`config.mk`:
```
export PLATFORM = sky130hd
export DESIGN_NAME = des_input_stage
export DESIGN_NICKNAME = d
export VERILOG_FILES = /design/src/rtl/des_input_stage.sv
export SDC_FILE = /design/constraint.sdc
export NUM_CORES = 1
export LEC_CHECK = 0
export ABC_AREA = 1
export CAP_MARGIN = 15
export CORE_MARGIN = 2
export CORE_UTILIZATION = 53
export DETAILED_ROUTE_END_ITERATION = 8
export PLACE_DENSITY = 0.88
export SYNTH_ARGS = -nofsm -noshare
export SYNTH_HDL_FRONTEND = slang
export SYNTH_SLANG_ARGS = --single-unit
```
`constraint.sdc`:
```
create_clock -name clk -period 5.4 [get_ports clk]
set_input_delay 1.08 -clock clk [delete_from_list [all_inputs] [get_ports clk]]
set_output_delay 1.08 -clock clk [all_outputs]
set_load 0.1 [all_outputs]
```
`src/rtl/des_input_stage.sv`:
```
// Byte-serial front end for the DES core: assembles 8-byte data/key/IV groups and hands blocks over valid/ready.
// Optional CBC chaining is compiled in when DES_INPUT_CBC_EN is defined; the default build is ECB.
module des_input_stage (
  input  logic        clk,
  input  logic        rst_n,
  input  logic        s_valid,
  output logic        s_ready,
  input  logic [7:0]  s_data,
  input  logic [1:0]  s_sel,
  output logic        m_valid,
  input  logic        m_ready,
  output logic [63:0] m_block,
  output logic [55:0] m_key,
  input  logic        fb_valid,
  input  logic [63:0] fb_cipher,
  output logic        key_valid,
  output logic        parity_err,
  output logic        nokey_err
);

  localparam int unsigned BLK_W   = 64;
  localparam int unsigned KEY_W   = 56;
  localparam int unsigned BYTE_W  = 8;
  localparam int unsigned CNT_W   = 3;
  localparam int unsigned SEL_W   = 2;
  localparam int unsigned NBYTES  = BLK_W / BYTE_W;

  localparam logic [0:0] COLLECT = 1'b0;
  localparam logic [0:0] HOLD    = 1'b1;

  localparam logic [SEL_W-1:0] SEL_KEY = 2'b01;
  localparam logic [SEL_W-1:0] SEL_IV  = 2'b10;

  logic [0:0]        state;
  logic [0:0]        state_nxt;
  logic [CNT_W-1:0]  cnt;
  logic [SEL_W-1:0]  grp;
  logic [BLK_W-1:0]  asm_q;

  logic              accept;
  logic              last;
  logic [SEL_W-1:0]  grp_cur;
  logic              is_key;
  logic              is_iv;
  logic              is_data;
  logic [BLK_W-1:0]  full;
  logic [KEY_W-1:0]  key_strip;
  logic              key_par_bad;
  logic [BLK_W-1:0]  blk_c;
  logic              unused_bits;

  assign m_valid = (state == HOLD);
  assign s_ready = ~m_valid;

  // Group decode, assembled value and key parity strip/check for the byte being accepted
  always_comb begin
    accept      = s_valid & s_ready;
    last        = accept && (cnt == CNT_W'(NBYTES - 1));
    grp_cur     = (cnt == '0) ? s_sel : grp;
    is_key      = (grp_cur == SEL_KEY);
    is_iv       = (grp_cur == SEL_IV);
    is_data     = !is_key && !is_iv;
    full        = {asm_q[BLK_W-BYTE_W-1:0], s_data};
    key_strip   = '0;
    key_par_bad = 1'b0;
    for (int i = 0; i < int'(NBYTES); i++) begin
      key_strip[KEY_W-1-7*i -: 7] = full[BLK_W-1-BYTE_W*i -: 7];
      key_par_bad = key_par_bad | ~(^full[BLK_W-1-BYTE_W*i -: BYTE_W]);
    end
  end

`ifdef DES_INPUT_CBC_EN
  logic [BLK_W-1:0] chain;

  assign blk_c = full ^ chain;

  // IV completion takes priority over a same-cycle ciphertext feedback
  always_ff @(posedge clk or negedge rst_n) begin
    if (!rst_n) begin
      chain <= '0;
    end else if (last && is_iv) begin
      chain <= full;
    end else if (fb_valid) begin
      chain <= fb_cipher;
    end
  end

  assign unused_bits = ^{asm_q[BLK_W-1:BLK_W-BYTE_W]};
`else
  assign blk_c       = full;
  assign unused_bits = ^{asm_q[BLK_W-1:BLK_W-BYTE_W], fb_valid, fb_cipher, is_iv};
`endif

  always_ff @(posedge clk or negedge rst_n) begin
    if (!rst_n) begin
      state <= COLLECT;
    end else begin
      state <= state_nxt;
    end
  end

  always_comb begin
    state_nxt = state;
    case (state)
      COLLECT: if (last && is_data && key_valid) state_nxt = HOLD;
      HOLD:    if (m_ready)                      state_nxt = COLLECT;
      default:                                   state_nxt = COLLECT;
    endcase
  end

  // Byte assembly, key load and block capture
  always_ff @(posedge clk or negedge rst_n) begin
    if (!rst_n) begin
      cnt        <= '0;
      grp        <= '0;
      asm_q      <= '0;
      m_block    <= '0;
      m_key      <= '0;
      key_valid  <= 1'b0;
      parity_err <= 1'b0;
      nokey_err  <= 1'b0;
    end else begin
      if (accept) begin
        cnt   <= cnt + CNT_W'(1);
        asm_q <= full;
        if (cnt == '0) grp <= s_sel;
      end
      if (last && is_key) begin
        m_key      <= key_strip;
        key_valid  <= 1'b1;
        parity_err <= key_par_bad;
      end
      if (last && is_data) begin
        if (key_valid) m_block   <= blk_c;
        else           nokey_err <= 1'b1;
      end
    end
  end

endmodule
```
==> results of run 1 <==
-- through the flow --
stage | instance area (um^2) | hold slack (ns) | std cells | utilization
2_1_floorplan | 8070 | 0.453 | 887 | -
3_3_place_gp | 9450 | 0.445 | 1181 | 0.628
3_5_place_dp | 9450 | 0.467 | 1181 | 0.628
4_1_cts | 10100 | 0.481 | 1213 | 0.669
6_report | 10100 | 0.474 | 1213 | 0.669
5_1_grt | 10100 | 0.504 | 1213 | 0.669
-- final cells by class --
class                      count  share of cell area
clock inverter                10              0.0141
tap                          188              0.0234
sequential                   185               0.461
inverter                      78              0.0294
timing repair buffer         144               0.144
clock buffer                  22              0.0462
multi-input combinational    586               0.283
-- cells by family (layout without fill, tap and decap cells) --
family,count (synthesis),count (layout),share of synthesized area
xor+xnor,17,17,0.0185
mux,2,2,0.00310
buf+inv,116,254,0.0745
flops,185,185,0.574
compound gates,184,184,0.141
fa+ha+maj,4,4,0.00620
simple gates,379,379,0.183
-- cell usage after synthesis (4+ instances only) --
| cell | instances | area, um^2 |
|---|---|---|
| xnor2_1 | 9 | 78.8 |
| nand3_1 | 9 | 45.0 |
| buf_6 | 21 | 236 |
| nor2_1 | 12 | 45.0 |
| o21ai_1 | 57 | 285 |
| xor2_1 | 8 | 70.1 |
| dfrtp_1 | 185 | 4630 |
| ha_1 | 4 | 50.1 |
| inv_1 | 76 | 285 |
| buf_2 | 6 | 30.0 |
| o21ai_0 | 69 | 345 |
| nand4_1 | 6 | 37.5 |
| clkbuf_1 | 11 | 41.3 |
| o21ai_2 | 56 | 490 |
| nand2_1 | 347 | 1300 |
-- registers in the layout, summed over array words and instances (netlist names) --
name,flops
asm_q,56
cnt,3
grp,2
key_valid,1
m_block,64
m_key,56
m_valid,1
nokey_err,1
parity_err,1
-- worst min-delay path by stage --
stage / to / slack (ns) / start / cells after the start
2_1_floorplan: grp[1] / 0.45 / grp[1] / 2
3_3_place_gp: nokey_err / 0.44 / nokey_err / 1
3_5_place_dp: nokey_err / 0.47 / nokey_err / 1
4_1_cts: nokey_err / 0.48 / nokey_err / 1
5_1_grt: m_block[32] / 0.50 / m_block[32] / 2
6_report: nokey_err / 0.47 / nokey_err / 1
-- cell usage in the layout (no fill, tap or decap), types with 12 or more instances in the layout --
cell type and instances:
clkdlybuf4s50_1 137, clkbuf_16 17, dfrtp_1 185, nand2_1 346, o21ai_1 57, nor2_1 12
o21ai_0 69, inv_1 76, o21ai_2 56
-- worst register-to-register path: stages, from the launching register on --
cell	delay [ns]
dfrtp_1	0.35
inv_1	0.07
ha_1	0.19
nand2_1	0.13
mux2i_1	0.24
ha_1	0.25
nor3b_2	0.18
nand2_4	0.48
buf_4	0.52
nand2_1	0.14
o21ai_1	0.12
-- per-layer routing --
layer  routed length [um]  track usage  up-vias  part of all wire
li1                     -            -     3056                 -
met1                 7610        0.297     3018              0.42
met2                 9070        0.388      175              0.50
met3                  987       0.0586       31             0.055
met4                  368       0.0879        0             0.020
met5                    0            0        -                 0
==> flow_summary.ini, run 1 <==
[worst_setup_path]
cp_top_family = buffers and inverters
reg2reg_depth = 10
crit_start = m_valid
cp.required_ns = 4.32
crit_type = flip-flop to output port
crit-reg2reg-launch = cnt[0]
cp.depth = 2
slowest_delay_ns = 1.13
worstSetupEndpoint = s_ready
ff2ff_setup_slack_ns = 2.64
r2r_end = m_block[36]
crit_buf_inv = 2
arrival_ns = 2.06
cp_slowest_cell = clkdlybuf4s50_1
path_cells = inv_2 > clkdlybuf4s50_1
critPathLaunchType = flip-flop
path_max_fanout = 3
end_kind = output port

[placed_design]
gp_congestion = 0.766
io_buffers = 138
pre_cts_slack_ns = 1.84
place_hpwl_um = 11900

[cts]
clkTransAtPathRegs_ns = 0.07
htreeDepth = 4
clock-sinks = 185
holdBufCountCts = 0
cts_resized = 0
clockBufferDepth = 2
cts_buffers = 17
cts_tree = done
post_cts_buffers = 0
cts_root_buffer = clkbuf_16
clk_latency_ns = 0.44

[global_routing]
grt_pass1_vias = 6164
grt_max_degree = 115
grt_pass1_wl_um = 29800
overflow = 0
grt_usage = 0.233
antenna_found_initial = 0

[die]
die_area_um2 = 16200
die_h_um = 127
die_w_um = 127
rows = 45
start_util = 0.537
coreArea_um2 = 15000
ioPinCount = 204

[synthesis]
netlist_instances = 887
synth_edf_count = 0
synth_cell_types = 23
yosysWarningCount = 0
seq_area_frac_synth = 0.574
synth-main-ff-cell = dfrtp_1
synth_seq_cells = 185
syn_area_per_cell_um2 = 9.09
synth_area_um2 = 8070
syn_nets = 970
synthArstFlopShare = 1.00

[sta]
slew_violations = 0
fmax_mhz = 318
clock_skew_ns = 0.0147
worstMarginPinSlew_ns = 1.05
slew_headroom = 0.299
rsz0062_at_grt = no
finalHoldViolCount = 0
fin_ws_ns = 2.26
tns_ns = 0
setup_viol = 0
fin_crit_sh = 0.581
post-route-min-period_ns = 3.14

[hold_path]
hold_path.class = flip-flop to flip-flop

[routing]
viasPerCell = 5.18
drt_wl_total_um = 18000
wl_per_cell_um = 14.9
dr.pass1.iters = 5
dr_total_vias = 6280
ant_nets = 0
dr.first_iter.drc_count = 327
drc = 0

[cells_and_area]
n_antenna_cell = 0
fill_cells = 1169
finalNetCount = 1095
regArea_um2 = 4630
syn_to_final_growth_pct = 24.6
multi_input_area_um2 = 2840
drive_above_1_share = 0.0985

[status]
status = complete, no violations

[job]
drv_cap = 0
Power of run 1 is left out: the tool's default activity adds up to more than one toggle a clock period on the data nets, which glitch-free logic cannot reach.
==> inputs of run 2 (changes only) <==
- CORE_UTILIZATION: 53 -> 49
- PLACE_DENSITY: 0.88 -> 0.83
- clock period: 5.4 -> 3.3 ns (I/O delays scaled with it)
==> run 2 against run 1 <==
Hold slack got worse by 0.27 ns. Clock skew fell by 0.0059 ns. Via count fell by 2.7%. Register-to-register slack got worse by 1.7 ns. Setup slack got worse by 1.3 ns. Critical path depth rose by 7. Global-route usage fell by 2.9 points. Clock-buffer cell count fell by 4. Non-clock buffer count rose by 2. Design area fell by 1.5%.
==> flow_summary.ini, run 2 (synthesized netlist as in run 1, its figures left out) <==
[status]
status = complete, no violations

[placed_design]
pre_cts_slack_ns = 0.529
place_hpwl_um = 11900
io_buffers = 138
gp_congestion = 0.791

[worst_setup_path]
path_max_fanout = 83
end_kind = flip-flop
cp.required_ns = 3.61
arrival_ns = 2.65
crit_type = primary input to flip-flop
critPathLaunchType = primary input

[cells_and_area]
regArea_um2 = 4630
mostFrequentLayoutCells = nand2_1, dfrtp_1, buf_4, inv_1, o21ai_0
regMostFlops = m_block
drive_above_1_share = 0.225
multi_input_area_um2 = 2840
reg_top3 = m_block: 64 flops, asm_q: 56 flops, m_key: 56 flops
finalNetCount = 1097
fill_cells = 1343
largest_reg_flops = 64
syn_to_final_growth_pct = 22.8
n_antenna_cell = 0
final_common_cell = nand2_1

[cts]
htreeDepth = 4
cts_tree = done
cts_root_buffer = clkbuf_16
holdBufCountCts = 0
post_cts_buffers = 0
cts_resized = 0
cts_buffers = 17
clockBufferDepth = 2
clock-sinks = 185
clkTransAtPathRegs_ns = 0.07
clk_latency_ns = 0.43

[die]
ioPinCount = 204
die_area_um2 = 17500
coreArea_um2 = 16000
die_w_um = 132
start_util = 0.504
die_h_um = 132
rows = 46

[sta]
fin_crit_sh = 0.710
post-route-min-period_ns = 2.34
tns_ns = 0
rsz0062_at_grt = no
clock_skew_ns = 0.00884
fmax_mhz = 427
finalHoldViolCount = 0
fin_ws_ns = 0.958
slew_headroom = 0.582
slew_violations = 0
setup_viol = 0
worstMarginPinSlew_ns = 0.627

[routing]
viasPerCell = 4.92
dr_total_vias = 6112
wl_per_cell_um = 13.9
dr.first_iter.drc_count = 461
dr.pass1.iters = 5
drt_wl_total_um = 17300
drc = 0
ant_nets = 0

[global_routing]
grt_pass1_vias = 5976
grt_pass1_wl_um = 28900
grt_usage = 0.204
grt_max_degree = 84
overflow = 0
antenna_found_initial = 0

[job]
drv_cap = 0

[hold_path]
hold_path.class = primary input to async pin
run 2: cell types whose count changed in the layout (fill, tap and decap cells not counted), moves of 3 or more:
cell	change
clkdlybuf4s50_1	-125
buf_4	+123
buf_12	+4
clkinvlp_4	-4
inv_6	+4
clkbuf_1	-3
run 2: final cells by class:
class	count	share of cell area
clock inverters	14	0.0232
clock buffers	18	0.0443
well taps	216	0.0273
inverters	78	0.0298
multi-input cells	586	0.287
repair buffers	146	0.121
flip-flops and latches	185	0.467
run 2: critical path, cell delays in order:
cell and delay, ns:
clkdlybuf4s50_1 0.51, nor2_1 0.06, a21oi_1 0.16, ha_1 0.16, nor3b_2 0.34, inv_4 0.21, buf_12 0.26, nand2_1 0.14
o21ai_2 0.06
run 2: metrics by stage:
| step | utilization | cell area (um^2) | hold WS [ns] | cells |
|---|---|---|---|---|
| after floorplan | - | 8070 | 0.364 | 887 |
| after global placement | 0.577 | 9230 | 0.457 | 1211 |
| after detailed placement | 0.577 | 9230 | 0.450 | 1211 |
| after CTS | 0.619 | 9900 | 0.229 | 1243 |
| after global routing | 0.619 | 9900 | 0.260 | 1243 |
| final | 0.619 | 9900 | 0.206 | 1243 |
run 2: path summary, 6_finish.rpt:
check,cells after the start,slack [ns],end,startpoint
hold / removal,1,0.21,m_block[7],rst_n
setup / recovery,9,0.96,m_key[27],s_sel[0]
setup reg to reg,10,0.96,m_key[27],cnt[0]
max in group asynchronous,2,2.17,asm_q[49],rst_n
hold reg to reg,1,0.47,nokey_err,nokey_err
min in group clk,1,0.47,nokey_err,nokey_err
run 2: per-layer routing:
| metal | GRT usage | routed length (um) | up-vias |
|---|---|---|---|
| met5 | 0 | 0 | - |
| li1 | - | - | 3064 |
| met3 | 0.0442 | 746 | 15 |
| met4 | 0.0669 | 205 | 0 |
| met2 | 0.342 | 8550 | 129 |
| met1 | 0.266 | 7820 | 2904 |
Power of run 2 is left out for the same reason.
==> inputs of run 3 (changes only) <==
- clock period: 3.3 -> 2.4 ns (I/O delays scaled with it)
==> run 3 against run 2 <==
The run now ends with negative hold slack left. First-iteration DRC count fell by 12%. Highest routed layer unchanged. Sequential share of layout area is 0.14 points lower. Design area is 0.29% higher. Via count is 1.5% higher.
==> flow_summary.ini, run 3 (synthesized netlist as in run 1, its figures left out) <==
[sta]
slew_violations = 0
fin_ws_ns = 0.230
fin_hold_ws_ns = -0.000107
rsz0062_at_grt = no
finalHoldViolCount = 1
clock_skew_ns = 0.0132
fmax_mhz = 461
setup_viol = 0
slew_headroom = 0.566
post-route-min-period_ns = 2.17
tns_ns = 0
worstMarginPinSlew_ns = 0.651
fin_crit_sh = 0.904

[worst_setup_path]
reg2reg_depth = 11
ff2ff_setup_slack_ns = 0.23
cp.required_ns = 2.72
critPathLaunchType = flip-flop
crit-reg2reg-launch = cnt[0]
r2r_end = m_block[44]
end_kind = flip-flop
arrival_ns = 2.49
path_max_fanout = 40
crit_type = flip-flop to flip-flop

[global_routing]
grt_max_degree = 81
overflow = 0
grt_pass1_vias = 5960
antenna_found_initial = 0
grt_usage = 0.210
grt_pass1_wl_um = 29600

[die]
coreArea_um2 = 16000
ioPinCount = 204
start_util = 0.504
die_area_um2 = 17500
die_w_um = 132
die_h_um = 132
rows = 46

[cells_and_area]
mostFrequentLayoutCells = nand2_1, dfrtp_1, buf_4, inv_1, o21ai_0
regMostFlops = m_block
largest_reg_flops = 64
final_common_cell = nand2_1
reg_top3 = m_block: 64 flops, asm_q: 56 flops, m_key: 56 flops
fill_cells = 1363
drive_above_1_share = 0.228
n_antenna_cell = 0
finalNetCount = 1104
syn_to_final_growth_pct = 23.1

[job]
drv_cap = 0

[hold_path]
hold_path.class = primary input to async pin

[cts]
cts_root_buffer = clkbuf_16
cts_buffers = 17
htreeDepth = 4
clockBufferDepth = 2
clk_latency_ns = 0.44
cts_tree = done
holdBufCountCts = 0
clkTransAtPathRegs_ns = 0.07
clock-sinks = 185

[placed_design]
io_buffers = 138
pre_cts_slack_ns = -0.0702
gp_congestion = 0.799
place_hpwl_um = 12300

[routing]
wl_per_cell_um = 14.0
drc = 0
ant_nets = 0
viasPerCell = 4.96
dr.pass1.iters = 5
dr.first_iter.drc_count = 404
dr_total_vias = 6206
drt_wl_total_um = 17500

[status]
violations = negative hold slack
status = finished with violations
-- run 3: cell count changes in the layout (fill, tap and decap cells not counted), moves of 2 or more --
cell / change
buf_12: +5
bufinv_16: -3
clkinvlp_4: +3
buf_4: +2
clkbuf_1: +2
clkinv_2: +2
-- run 3: routing by layer --
layer / share of wire / vias up / track usage / wire [um]
met5: 0 / - / 0 / 0
met4: 0.014 / 0 / 0.0633 / 252
met3: 0.050 / 22 / 0.0458 / 881
met2: 0.48 / 171 / 0.342 / 8480
met1: 0.45 / 2924 / 0.284 / 7930
li1: - / 3089 / - / -
-- run 3: area by class of cell --
type | count | area, um^2 | share of cell area
sequential | 185 | 4630 | 0.466
multi-input combinational | 586 | 2850 | 0.287
timing repair buffer | 153 | 1310 | 0.132
clock buffer | 19 | 433 | 0.0436
inverter | 78 | 295 | 0.0297
tap | 216 | 270 | 0.0272
clock inverter | 13 | 144 | 0.0145
-- run 3: repair_timing --
| action | in CTS | in global routing |
|---|---|---|
| endpoints found under the setup margin | 0 | 26 |
| gates resized for setup | 0 | 1 |
| buffers inserted | 0 | 0 |
-- run 3: critical path, cell delays in order, from the launching register on --
cell,delay (ns)
dfrtp_1,0.39
inv_1,0.09
ha_1,0.14
nand2_1,0.10
nor2_1,0.10
a21oi_1,0.06
ha_1,0.29
nor3b_4,0.27
nand2_4,0.21
buf_12,0.23
nand2_1,0.09
o21ai_2,0.05
-- run 3: per-stage QoR --
stage	utilization	area, um^2	std cells
2_1_floorplan	-	8070	887
3_5_place_dp	0.584	9350	1218
4_1_cts	0.620	9930	1250
5_1_grt	0.621	9930	1250
6_report	0.621	9930	1250
3_3_place_gp	0.584	9350	1218
-- run 3: how the worst max path moves through the flow --
| stage | from | endpoint | cells after the start | slack, ns |
|---|---|---|---|---|
| 6_report | cnt[0] | m_block[44] | 11 | 0.23 |
| 3_5_place_dp | s_sel[0] | m_block[50] | 9 | -0.07 |
| 5_1_grt | cnt[0] | m_block[44] | 11 | 0.02 |
| 4_1_cts | cnt[0] | m_block[50] | 11 | 0.13 |
| 2_1_floorplan | m_valid | m_block[0] | 8 | 0.06 |
| 3_3_place_gp | s_sel[0] | m_block[44] | 9 | -0.05 |
Power of run 3 is left out for the same reason.
